`config.mk`:
```
export PLATFORM = sky130hd
export DESIGN_NAME = y_mux_4to1
export DESIGN_NICKNAME = d
export VERILOG_FILES = /design/src/rtl/y_mux_4to1.sv
export SDC_FILE = /design/constraint.sdc
export NUM_CORES = 1
export LEC_CHECK = 0
export BUFFER_PORTS_ARGS = -buffer_cell sky130_fd_sc_hd__buf_4
export CAP_MARGIN = 25
export CORE_MARGIN = 5
export CORE_UTILIZATION = 30
export DETAILED_ROUTE_END_ITERATION = 8
export PLACE_DENSITY = 0.88
export SYNTH_ARGS = -nofsm -noshare
export SYNTH_HDL_FRONTEND = slang
export SYNTH_SLANG_ARGS = --single-unit
```
`constraint.sdc`:
```
create_clock -name clk -period 0.8 [get_ports clk]
set_clock_uncertainty 0.05 [all_clocks]
set_input_delay 0.04 -clock clk [delete_from_list [all_inputs] [get_ports clk]]
set_output_delay 0.04 -clock clk [all_outputs]
set_load 0.1 [all_outputs]
```
`src/rtl/y_mux_4to1.sv`:
```
// rtl/y_mux_4to1.sv - SIZE-bit 4-to-1 mux built from 2-to-1 stages, with combinational and registered outputs
module y_mux_4to1 #(
  parameter int SIZE = 32
) (
  input  logic            clk,
  input  logic            rst_n,
  output logic [SIZE-1:0] z,
  input  logic [SIZE-1:0] a0,
  input  logic [SIZE-1:0] a1,
  input  logic [SIZE-1:0] a2,
  input  logic [SIZE-1:0] a3,
  input  logic [1:0]      c,
  output logic [SIZE-1:0] z_q
);

  logic [SIZE-1:0] lo;
  logic [SIZE-1:0] hi;
  logic [SIZE-1:0] z_d;

  // Per-bit ?: keeps the standard X-merge behaviour when the select is unknown.
  for (genvar i = 0; i < SIZE; i++) begin : g_bit
    assign lo[i] = c[0] ? a1[i] : a0[i];
    assign hi[i] = c[0] ? a3[i] : a2[i];
    assign z[i]  = c[1] ? hi[i] : lo[i];
  end

  always_comb begin
    z_d = z;
  end

  always_ff @(posedge clk or negedge rst_n) begin
    if (!rst_n) begin
      z_q <= '0;
    end else begin
      z_q <= z_d;
    end
  end

endmodule

```
==> run_results.csv <==
group,metric,value,unit
drt,postRouteAntennaNets,0,
sta,fmax,853.3,MHz
cts,cts.path.max_buffers,2,
synthesis,netlist_instances,71,
floorplan,fp.dieW,83.38,microns
worst_setup_path,slowest_delay,0.57,ns
finish,final_util,0.7775,
run_status,run_status,"complete, but fails checks",
floorplan,core,0.005172,sq mm
sta,relSlewSlack,0.7227,
drt,vias,1753,
drt,drc_errors,0,
drt,wl,8.541,mm
pwr,vdd_drop_max,0.001083,V
synthesis,synthTopCellsByArea,"dfrtp_1 (50%), mux4_2 (42%), buf_12 (3.7%)",
worst_hold_path,holdCritPathClass,"primary input to register",
sta,setup_slack,-0.3719,ns
sta,fin_crit_sh,1.465,
cts,clk_pin_slew,0.07,ns
grt,antenna_found_initial,0,
cts,numCtsBuffers,5,
synthesis,ys_seq_area_frac,0.4957,
grt,grt_use_total,0.2452,
finish,diodes,0,
floorplan,row_count,26,
pwr,leakage,1.908,nW
drt,routedWlPerCell,23.99,microns
sta,rsz0062_at_grt,"true",
run,maxCapViolCount,0,
worst_setup_path,cp.buffers_inverters,3,
drt,drt_iter0_drc,50,
cts,cts_sinks,32,
finish,n_fill_cell,294,
grt,grt-ovfl-total,0,
synthesis,ys_ff_latch,32,
sta,worstMarginPinSlew,0.4160,ns
worst_setup_path,crit_fanout,5,
sta,final.min_clock_period,1.172,ns
place,dpl.hpwl,6.262,mm
synthesis,yosys.area.top_type,"dfrtp_1",
finish,nNetsFinal,417,
synthesis,syn_area,0.001615,sq mm
worst_setup_path,crit_path_top_delay_cell,"mux4_2",
floorplan,die_area,0.006951,sq mm
finish,largest-register,"z_q",
worst_setup_path,worstSetupPathType,"primary input to output port",
finish,final_area,0.004021,sq mm
grt,grt_pass1_wl,12.72,mm
place,gp_congestion,0.8704,
synthesis,synth_fp_nets,203,
worst_setup_path,arrival,1.08,ns
grt,grt_start_max_net_pins,33,
finish,largest_register_ffs,32,
finish,syn_to_final_growth,149.0,%
worst_setup_path,cp-end-kind,"output port",
sta,setup_viol,73,
drt,firstDrtPassIters,4,
floorplan,pin_count,196,
cts,htreeDepth,2,
floorplan,initial_utilization,0.3123,
run_status,violations,"setup timing",
finish,drive_above_1_share,0.8916,
drt,routed_via_density,4.924,
worst_setup_path,startpoint_type,"primary input",
synthesis,ys_warn_count,0,
worst_setup_path,cp.required,0.71,ns
cts,clockRootBuffer,"clkbuf_8",
grt,grt_pass1_vias,2124,
synthesis,yosysTopAreaCellShare,0.4957,
synthesis,ys_types,6,
worst_setup_path,cp_common_cell,"buf_12",
synthesis,syn_area_per_cell,22.75,sq um
place,placed_area,0.003193,sq mm
worst_setup_path,crit_chain,"buf_12 > buf_12 > mux4_2 > buf_12",
worst_setup_path,timing.critical_path.max_delay_family,"multiplexers",
sta,hold_violations,0,
finish,largest_registers,"z_q: 32 flops",
floorplan,die_height,83.38,microns
place,io_buffers,195,
cts,cts_tree,"done",
sta,slew_violations,0,
pwr,p_per_area,2116,mW/mm^2
[layout by cell type, fill, tap and decap left out, drive strengths merged]
cell type,n
dfrtp,32
bufinv,1
dlygate4sd3,1
buf,213
clkbuf,7
mux4,32
[synthesized netlist by cell type (all sizes together)]
cell / count
dfrtp: 32
buf: 7
mux4: 32
[what timing repair did]
| item | CTS | global route |
|---|---|---|
| hold buffers | 1 | 0 |
| gates resized for setup | 124 | 26 |
| hold endpoints to repair | 32 | 0 |
| buffers inserted | 4 | 5 |
| cloned | 3 | 0 |
| setup endpoints to repair | 69 | 72 |
[through the flow]
stage	TNS (ns)	power, mW	instances	hold slack, ns	setup WS, ns
floorplan	-33.18	4.793	71	-0.3056	-0.5456
global placement	-21.85	5.938	338	-0.04791	-0.4616
detailed placement	-23.00	5.998	338	-0.04125	-0.4679
CTS	-16.44	8.374	354	0.04802	-0.3732
global route	-18.34	8.743	356	0.05797	-0.3891
finish	-16.68	8.508	356	0.06200	-0.3719
[power by group]
| group | switching [mW] | internal [mW] | total (mW) |
|---|---|---|---|
| combinational | 3.11 | 1.77 | 4.88 |
| sequential | 0.134 | 1.79 | 1.92 |
| clock | 0.608 | 1.10 | 1.71 |
[metal layers]
| layer | part of all wire | vias to the layer above | track usage |
|---|---|---|---|
| li1 | - | 731 | - |
| met1 | 0.31 | 874 | 0.2409 |
| met2 | 0.58 | 131 | 0.4687 |
| met3 | 0.086 | 17 | 0.09010 |
| met4 | 0.026 | 0 | 0.08024 |
| met5 | 0 | - | 0 |
[worst paths after layout]
kind / startpoint / endpoint / cells past startpoint
worst max-delay path: c[0] / z[25] / 4
worst min-delay path: a0[9] / z_q[9] / 2
max in group asynchronous: rst_n / z_q[30] / 2
min in group asynchronous: rst_n / z_q[10] / 2
[kinds of logic (layout without fill, tap and decap cells)]
kind of cell	count (synthesis)	after routing	synth area share
DFF	32	32	0.4957
muxes	32	32	0.4508
buffers and inverters	7	222	0.05345
[layout make-up]
type / count / area [sq um] / area share
repair buffers: 214 / 2283 / 0.5678
flip-flops and latches: 32 / 803.3 / 0.1998
multi-input cells: 32 / 720.7 / 0.1792
clock buffers: 7 / 96.34 / 0.02396
well taps: 70 / 87.58 / 0.02178
clock inverters: 1 / 30.03 / 0.007467
Note: power is estimated with default switching activity, not from simulation.
